<file path="config.mk">
export PLATFORM = sky130hd
export DESIGN_NAME = ex_mem_skid_stage
export DESIGN_NICKNAME = d
export VERILOG_FILES = /design/src/rtl/ex_mem_skid_stage_pkg.sv /design/src/rtl/ex_mem_skid_stage_entry_reg.sv /design/src/rtl/ex_mem_skid_stage.sv
export SDC_FILE = /design/constraint.sdc
export NUM_CORES = 1
export LEC_CHECK = 0
export CORE_MARGIN = 1.5
export CORE_UTILIZATION = 51
export CTS_CLUSTER_SIZE = 16
export DETAILED_ROUTE_END_ITERATION = 8
export GPL_TIMING_DRIVEN = 0
export PLACE_DENSITY = 0.82
export SYNTH_ARGS = -nofsm -noshare
export SYNTH_HDL_FRONTEND = slang
export SYNTH_HIERARCHICAL = 1
export SYNTH_SLANG_ARGS = --single-unit
</file>
<file path="constraint.sdc">
create_clock -name clk -period 2.38 [get_ports clk]
set_input_delay 0.357 -clock clk [delete_from_list [all_inputs] [get_ports clk]]
set_output_delay 0.357 -clock clk [all_outputs]
set_load 0.005 [all_outputs]
</file>
<file path="src/rtl/ex_mem_skid_stage_pkg.sv">
// Shared definitions for the EX/MEM skid stage: occupancy encoding and
// the bit layout of one packed EX/MEM entry.
package ex_mem_skid_stage_pkg;

  // Occupancy of the two-entry skid buffer.
  localparam logic [1:0] ST_EMPTY = 2'd0;
  localparam logic [1:0] ST_ONE   = 2'd1;
  localparam logic [1:0] ST_FULL  = 2'd2;

  typedef enum logic [1:0] {
    S_EMPTY = ST_EMPTY,
    S_ONE   = ST_ONE,
    S_FULL  = ST_FULL
  } occ_e;

  // Entry layout, MSB to LSB:
  //   {result[DW], store_data[DW], rd[RW], reg_write, mem_read, mem_write, taken}
  localparam int TAKEN_BIT     = 0;
  localparam int MEM_WRITE_BIT = 1;
  localparam int MEM_READ_BIT  = 2;
  localparam int REG_WRITE_BIT = 3;
  localparam int RD_LSB        = 4;

  function automatic int store_lsb(int rw);
    return RD_LSB + rw;
  endfunction

  function automatic int result_lsb(int dw, int rw);
    return store_lsb(rw) + dw;
  endfunction

  function automatic int entry_width(int dw, int rw);
    return result_lsb(dw, rw) + dw;
  endfunction

endpackage

</file>
<file path="src/rtl/ex_mem_skid_stage_entry_reg.sv">
// One EX/MEM entry register: synchronous clear, loads only when enabled.
module ex_mem_entry_reg #(
  parameter int WIDTH = 8
) (
  input  logic             clk,
  input  logic             reset,
  input  logic             load,
  input  logic [WIDTH-1:0] d,
  output logic [WIDTH-1:0] q
);

  // Hold the entry; clear on reset, capture on load.
  always_ff @(posedge clk) begin
    // NOTE: the whole entry is cleared on reset so the held outputs read 0,
    // not leftover data; it is only a handful of flops, not a memory array.
    if (!reset) begin
      q <= '0;
    end else if (load) begin
      // NOTE: non-blocking assignment so every flop samples pre-edge values.
      q <= d;
    end
  end

endmodule

</file>
<file path="src/rtl/ex_mem_skid_stage.sv">
// EX->MEM boundary register with a 2-entry skid buffer. ready_o depends only
// on registered occupancy, so MEM back-pressure never reaches EX combinationally.
module ex_mem_skid_stage
  import ex_mem_skid_stage_pkg::*;
#(
  parameter int DATA_WIDTH      = 32,
  parameter int REG_ADDR_WIDTH  = 5,
  parameter int STALL_CNT_WIDTH = 16
) (
  input  logic                       clk,
  input  logic                       reset,
  input  logic                       valid_i,
  output logic                       ready_o,
  input  logic [DATA_WIDTH-1:0]      ALU_Result_i,
  input  logic                       Zero_i,
  input  logic [DATA_WIDTH-1:0]      Store_Data_i,
  input  logic [REG_ADDR_WIDTH-1:0]  Rd_i,
  input  logic                       Reg_Write_i,
  input  logic                       Mem_Read_i,
  input  logic                       Mem_Write_i,
  input  logic                       Branch_i,
  input  logic                       Branch_Ne_i,
  input  logic                       Flush_i,
  output logic                       valid_o,
  input  logic                       ready_i,
  output logic [DATA_WIDTH-1:0]      ALU_Result_o,
  output logic [DATA_WIDTH-1:0]      Store_Data_o,
  output logic [REG_ADDR_WIDTH-1:0]  Rd_o,
  output logic                       Reg_Write_o,
  output logic                       Mem_Read_o,
  output logic                       Mem_Write_o,
  output logic                       Branch_Taken_o,
  output logic [STALL_CNT_WIDTH-1:0] Stall_Count_o
);

  localparam int EW      = entry_width(DATA_WIDTH, REG_ADDR_WIDTH);
  localparam int SD_LSB  = store_lsb(REG_ADDR_WIDTH);
  localparam int RES_LSB = result_lsb(DATA_WIDTH, REG_ADDR_WIDTH);

  occ_e            state_q;
  occ_e            state_d;
  logic            in_fire;
  logic            out_fire;
  logic            taken;
  logic            load_main;
  logic            load_skid;
  logic            main_from_skid;
  logic [EW-1:0]   in_entry;
  logic [EW-1:0]   main_d;
  logic [EW-1:0]   main_q;
  logic [EW-1:0]   skid_q;
  logic [STALL_CNT_WIDTH-1:0] stall_q;

  assign ready_o  = (state_q != S_FULL);
  assign valid_o  = (state_q != S_EMPTY);
  assign in_fire  = valid_i & ready_o;
  assign out_fire = valid_o & ready_i;

  // Branch is resolved at capture: BEQ takes on Zero, BNE on ~Zero.
  assign taken    = Branch_i & (Zero_i ^ Branch_Ne_i);
  assign in_entry = {ALU_Result_i, Store_Data_i, Rd_i,
                     Reg_Write_i, Mem_Read_i, Mem_Write_i, taken};
  assign main_d   = main_from_skid ? skid_q : in_entry;

  // Occupancy state register.
  always_ff @(posedge clk) begin
    if (!reset) begin
      state_q <= S_EMPTY;
    end else begin
      state_q <= state_d;
    end
  end

  // Next occupancy and entry load enables; flush overrides everything.
  always_comb begin
    // NOTE: every output of this block gets a default first, so no path
    // through the case leaves a signal unassigned and no latch is inferred.
    state_d        = state_q;
    load_main      = 1'b0;
    load_skid      = 1'b0;
    main_from_skid = 1'b0;
    unique case (state_q)
      S_EMPTY: begin
        if (in_fire) begin
          load_main = 1'b1;
          state_d   = S_ONE;
        end
      end
      S_ONE: begin
        if (in_fire && out_fire) begin
          load_main = 1'b1;
        end else if (in_fire) begin
          load_skid = 1'b1;
          state_d   = S_FULL;
        end else if (out_fire) begin
          state_d   = S_EMPTY;
        end
      end
      S_FULL: begin
        if (out_fire) begin
          load_main      = 1'b1;
          main_from_skid = 1'b1;
          state_d        = S_ONE;
        end
      end
      default: state_d = S_EMPTY;
    endcase
    if (Flush_i) begin
      state_d   = S_EMPTY;
      load_main = 1'b0;
      load_skid = 1'b0;
    end
  end

  ex_mem_entry_reg #(.WIDTH(EW)) u_main (
    .clk   (clk),
    .reset (reset),
    .load  (load_main),
    .d     (main_d),
    .q     (main_q)
  );

  ex_mem_entry_reg #(.WIDTH(EW)) u_skid (
    .clk   (clk),
    .reset (reset),
    .load  (load_skid),
    .d     (in_entry),
    .q     (skid_q)
  );

  // Saturating count of cycles the MEM side is holding off a valid entry.
  always_ff @(posedge clk) begin
    if (!reset) begin
      stall_q <= '0;
    end else if (valid_o && !ready_i && (stall_q != {STALL_CNT_WIDTH{1'b1}})) begin
      stall_q <= stall_q + 1'b1;
    end
  end

  assign ALU_Result_o   = main_q[RES_LSB +: DATA_WIDTH];
  assign Store_Data_o   = main_q[SD_LSB +: DATA_WIDTH];
  assign Rd_o           = main_q[RD_LSB +: REG_ADDR_WIDTH];
  assign Reg_Write_o    = main_q[REG_WRITE_BIT];
  assign Mem_Read_o     = main_q[MEM_READ_BIT];
  assign Mem_Write_o    = main_q[MEM_WRITE_BIT];
  assign Branch_Taken_o = main_q[TAKEN_BIT];
  assign Stall_Count_o  = stall_q;

endmodule
</file>
# After elaboration in Yosys (flattened, before gate mapping)
# Cells that the tools add are included.
# op_classes
n_div	0
eq_ne	8
multipliers	0
addsub	1
magnitude_cmp	0
muxes	16
n_bitwise	5
shifts	0
reduce_logical	8
# op_table
cell	count
two-way mux 73 bit	1
adder 16 x 1 -> 16 bit, second input constant	1
!= test 16 bit, second input constant	1
two-way mux 2 bit	5
two-way mux 1 bit	8
!= test 2 bit, second input constant	4
case mux 2 bit (3 select lines)	1
AND reduction 4 bit	1
bitwise AND 1 bit	3
logical AND 1 bit	3
!= test 3 bit, second input constant	1
case mux 1 bit (3 select lines)	1
== test 2 x 1 -> 1 bit, second input constant	1
== test 2 bit, second input constant	1
logical NOT 2 bit	1
nonzero test 2 bit	1
OR reduction 2 bit	1
logical NOT 1 bit	1
inverter 1 bit	1
bitwise XOR 1 bit	1
# word_totals
word_cells	42
ramBits	0
ff_bits	164
memories	0
latchBits	0
rom_bits	0

# Depth between registers and ports, before layout
# logic_depth
word_depth	6
depth_mapped	7

# By module
# The synthesis kept the hierarchy.
# modules_own_cells
module	area_per_inst_um2	n_inst	cells_each
ex_mem_entry_reg	2840.2	2	235
ex_mem_skid_stage	1824.2	1	199

# Worst setup path before layout
# Ideal clock, no wire load.
# synth_path
path_type	register to register
startpoint	register stall_q[0] (netlist: Stall_Count_o[0])
endpoint	register stall_q[14] (netlist: Stall_Count_o[14])
setup_slack_ns	0.404
arrival_time_ns	1.860
stages_incl_launch_ff	7
period_less_slack_ns	1.976
cell_sequence	dfxtp_1 -> ha_1 -> nand3_2 -> or3_1 -> buf_2 -> or4_1 -> o211a_1
# synth_between
elab_chain_len	2
word_cells_on_any_way	3
cone_classes	add/sub (1); eq/ne (1); reduce/logical (1)
# synth_lines
item	line_no	text
from (decl)	ex_mem_skid_stage.sv:52	logic [STALL_CNT_WIDTH-1:0] stall_q;
from (signal assigned)	ex_mem_skid_stage.sv:136	stall_q <= stall_q + 1'b1;
parallel branches: the longest is 2 deep, another holds adder 16 x 1 -> 16 bit	-	
# Parallel ways; which one is timed is not known.
# A chain may end at the register's enable or synchronous reset.

# Final worst setup path
# layout_path
startpoint	input ready_i
endpoint	register u_main.q[31]
# layout_between
word_cells_on_any_way	8
cone_classes	mux (6); bitwise (1); reduce/logical (1)
# layout_rtl
item	line_no	text
from (decl)	ex_mem_skid_stage.sv:25	input logic ready_i,
bitwise AND 1 bit	ex_mem_skid_stage.sv:57	assign out_fire = valid_o & ready_i;
two-way mux 1 bit	ex_mem_skid_stage.sv:100	if (out_fire) begin
two-way mux 1 bit	ex_mem_skid_stage.sv:82	unique case (state_q)
two-way mux 73 bit	ex_mem_skid_stage.sv:63	assign main_d = main_from_skid ? skid_q : in_entry;
named net main_d[31]	ex_mem_skid_stage.sv:49	logic [EW-1:0] main_d;
to (signal assigned)	ex_mem_skid_stage_entry_reg.sv:17	q <= '0;
to (signal assigned)	ex_mem_skid_stage_entry_reg.sv:20	q <= d;
to (decl)	ex_mem_skid_stage_entry_reg.sv:9	output logic [WIDTH-1:0] q
# The timed path passes the listed nets, and every way through them passes these cells.

==> out/qor.yml <==
power_and_ir_drop:
  p_sw_mw: 1.47
  p_per_area_nw_per_um2: 633
  ir_worst_vdd_uv: 491
  seqPwrFrac_pct: 45.5
  p_leak_nw: 3.43
  swShare_pct: 23.2
  p_int_mw: 4.86
  combinationalPowerShare_pct: 11.8
  clkPwrFrac_pct: 42.8
  power_mw: 6.34
timing:
  slew_headroom_pct: 57.0
  tightest_slew_ps: 639
  hold_viol: 0
  fin_crit_ps: 2180
  layout_setup_ws_ps: 200
  setup_tns_ps: 0
  report.final.slew_viol_count: 0
  clock.fmax_mhz: 459
  rsz0062_at_grt: "no"
  setup_viol: 0
  clock_skew_ps: 6.05
  fin_crit_sh_pct: 91.6
drt:
  wl_per_cell_um: 15.7
  viasPerCell: 5.12
  drc_errors: 0
  route.antenna.remaining_nets: 0
  dr.pass1.iters: 4
  drt_iter0_drc: 220
  vias: 5395
  routed_wl_um: 16600
clock_network:
  numCtsBuffers: 17
  htree_levels: 4
  cts_buffer_depth: 2
  clk_latency_ps: 420
  cts_hold_buf: 0
  cts_sinks: 164
  cts_tree: "yes"
  root_buffer: "clkbuf_16"
  clkTransAtPathRegs_ps: 70
placement:
  port_buffers: 170
  place_ws_ps: -483
  hpwlAfterDp_um: 11700
  gp_congestion: 0.826
  dpl.cell_count: 1023
global_routing:
  grt_pass1_wl_um: 27300
  use_met3_pct: 6.53
  grt.total_usage_pct: 21.8
  grt_pass1_vias: 5478
  grt.busiest_layer: "met2"
  antenna_found_initial: 0
  grt_max_degree: 17
  grt_overflow: 0
  use_met2_pct: 36.0
  gr-usage-met1_pct: 27.1
die:
  start_util_pct: 52.0
  dieArea_um2: 15500
  core_um2: 14400
  die_h_um: 124
  ios: 171
  rows: 44
  die_x_um: 124
synth:
  ys_ff_latch: 164
  synth-main-ff-cell: "dfxtp_1"
  synth_top_area_share_pct: 43.7
  synthDistinctLibCells: 40
  yosysTopAreaCell: "dfxtp_1"
  synth_cells: 669
  yosys_warnings: 6
  syn_area_um2: 7500
  synth_nets: 750
  synth_edf_count: 0
  synth.area.top_cells: "dfxtp_1 (44%), mux2i_1 (20%), nor2b_1 (12%)"
  ys_seq_area_share_pct: 43.7
  synthArstFlopShare_pct: 0
  avgSynthCellArea_um2: 11.2
worst_hold_path:
  hp-class: "reg2reg"
  hold_depth: 2
cells_and_area:
  area_delta_synth_final_pct: 33.5
  nets: 938
  diodes: 0
  final_cells: 1054
  drive_gt1_share_pct: 14.6
critical_path:
  r2r_cells: 6
  critPathMaxFanout: 10
  critPathSlowestCell: "clkdlybuf4s50_1"
  crit_type: "in2reg"
  path_buf_inv: 2
  crit_path_end_kind: "flop"
  crit_chain: "clkdlybuf4s50_1 > nand3b_1 > clkbuf_1 > mux2_2 > mux2i_1 > nor2b_1"
  critical_path_arrival_ps: 2500
  critPathMaxStageDelay_ps: 530
  cp.required_ps: 2700
  startpoint_type: "input pin"
  path_depth: 6
  cp_top_family: "buffers and inverters"
run:
  max_cap_viol_count: 0
run_status:
  status: "complete, no violations"
## repair_timing
action / in CTS / in global routing
resized for setup: 1 / 2
endpoints found under the setup margin: 12 / 3
setup buffers: 0 / 0
## synth_stat cells (all sizes together) (5+ instances only)
cell type,instances
dfxtp,164
nor2b,147
buf,17
a21oi,7
o21ai,5
nor3,8
nand2b,5
nand4,5
clkbuf,26
mux2,73
nor2,5
mux2i,151
nand3,5
nand2,12
## power by group through the flow
| stage | clock network [mW] | logic (mW) | registers, mW |
|---|---|---|---|
| global route | 2.89 | 0.801 | 2.89 |
| CTS | 2.76 | 0.752 | 2.88 |
| detailed placement | 0 | 0.747 | 2.94 |
| finish | 2.71 | 0.745 | 2.88 |
| global placement | 0 | 0.730 | 2.94 |
| floorplan | 0 | 0.371 | 2.94 |
## cell usage in the layout, fill, tap and decap left out, types with 2 or more instances in the layout
| master | count |
|---|---|
| clkinv_2 | 2 |
| clkbuf_16 | 17 |
| clkdlybuf4s50_1 | 170 |
| nor2_1 | 5 |
| nand2_1 | 12 |
| nand4_1 | 5 |
| nor3_1 | 8 |
| clkinv_4 | 2 |
| bufinv_16 | 2 |
| o31ai_1 | 3 |
| o21bai_1 | 2 |
| buf_12 | 16 |
| a21oi_1 | 7 |
| and2_1 | 2 |
| inv_1 | 2 |
| o21ai_0 | 5 |
| nor2b_1 | 147 |
| nand2b_1 | 5 |
| a31oi_1 | 3 |
| nand3_1 | 4 |
| or4_1 | 4 |
| clkinvlp_4 | 5 |
| or3_1 | 4 |
| mux2_2 | 73 |
| inv_6 | 2 |
| dfxtp_1 | 164 |
| a2111oi_0 | 2 |
| clkbuf_2 | 4 |
| clkbuf_1 | 22 |
| mux2i_1 | 151 |
| nand3b_1 | 2 |
| nor4_1 | 2 |
## layer usage
layer / part of all wire [%] / vias to the layer above
li1: - / 2695
met4: 1.7 / 0
met3: 4.8 / 23
met2: 49 / 129
met1: 45 / 2548
met5: 0 / -
## path summary, 6_finish.rpt
kind	startpoint	end	slack [ps]
hold / removal	u_skid/q[14]$_SDFFE_PN0P_	u_skid/q[14]$_SDFFE_PN0P_	510
setup reg to reg	Stall_Count_o[0]$_SDFFE_PN0P_	Stall_Count_o[14]$_SDFFE_PN0P_	250
setup / recovery	ready_i	u_main/q[31]$_SDFFE_PN0P_	200
hold reg to reg	u_skid/q[14]$_SDFFE_PN0P_	u_skid/q[14]$_SDFFE_PN0P_	510
## tightest hold or removal path, stage by stage (launching register included)
cell	delay, ps
dfxtp_1	320
mux2i_1	60
nor2b_1	90
## state kept, by name (all words and copies together), names as in the netlist
name	cells
state_q	2
Stall_Count_o	16
u_main/q	73
u_skid/q	73
## through the flow
step	cell area [um^2]	utilization [%]	hold WS [ps]
after floorplan	7500	-	434
after global placement	9440	65.4	491
after detailed placement	9440	65.4	502
after CTS	10000	69.4	518
after global routing	10000	69.5	540
final	10000	69.5	514
## final cells by class
| class | instances | area [um^2] |
|---|---|---|
| inverter | 3 | 11.3 |
| fill | 1046 | 4410 |
| multi-input combinational | 459 | 3780 |
| sequential | 164 | 3280 |
| timing repair buffer | 170 | 1700 |
| tap | 184 | 230 |
| clock inverter | 14 | 154 |
| clock buffer | 18 | 429 |
| buffer | 42 | 424 |
## cells by family (layout without fill, tap and decap cells)
kind of cell               Yosys count  after routing  share of synthesized area, %
DFF                                164            164                          43.7
muxes                              224            224                          31.1
xor gates and xnor gates             1              1                         0.117
AOI/OAI and AO/OA                   27             27                          2.37
buffers and inverters               46            247                          5.82
adders and majority gates            1              1                         0.167
and+or+nand+nor                    206            206                          16.7
Note: power is estimated with default switching activity, not from simulation.
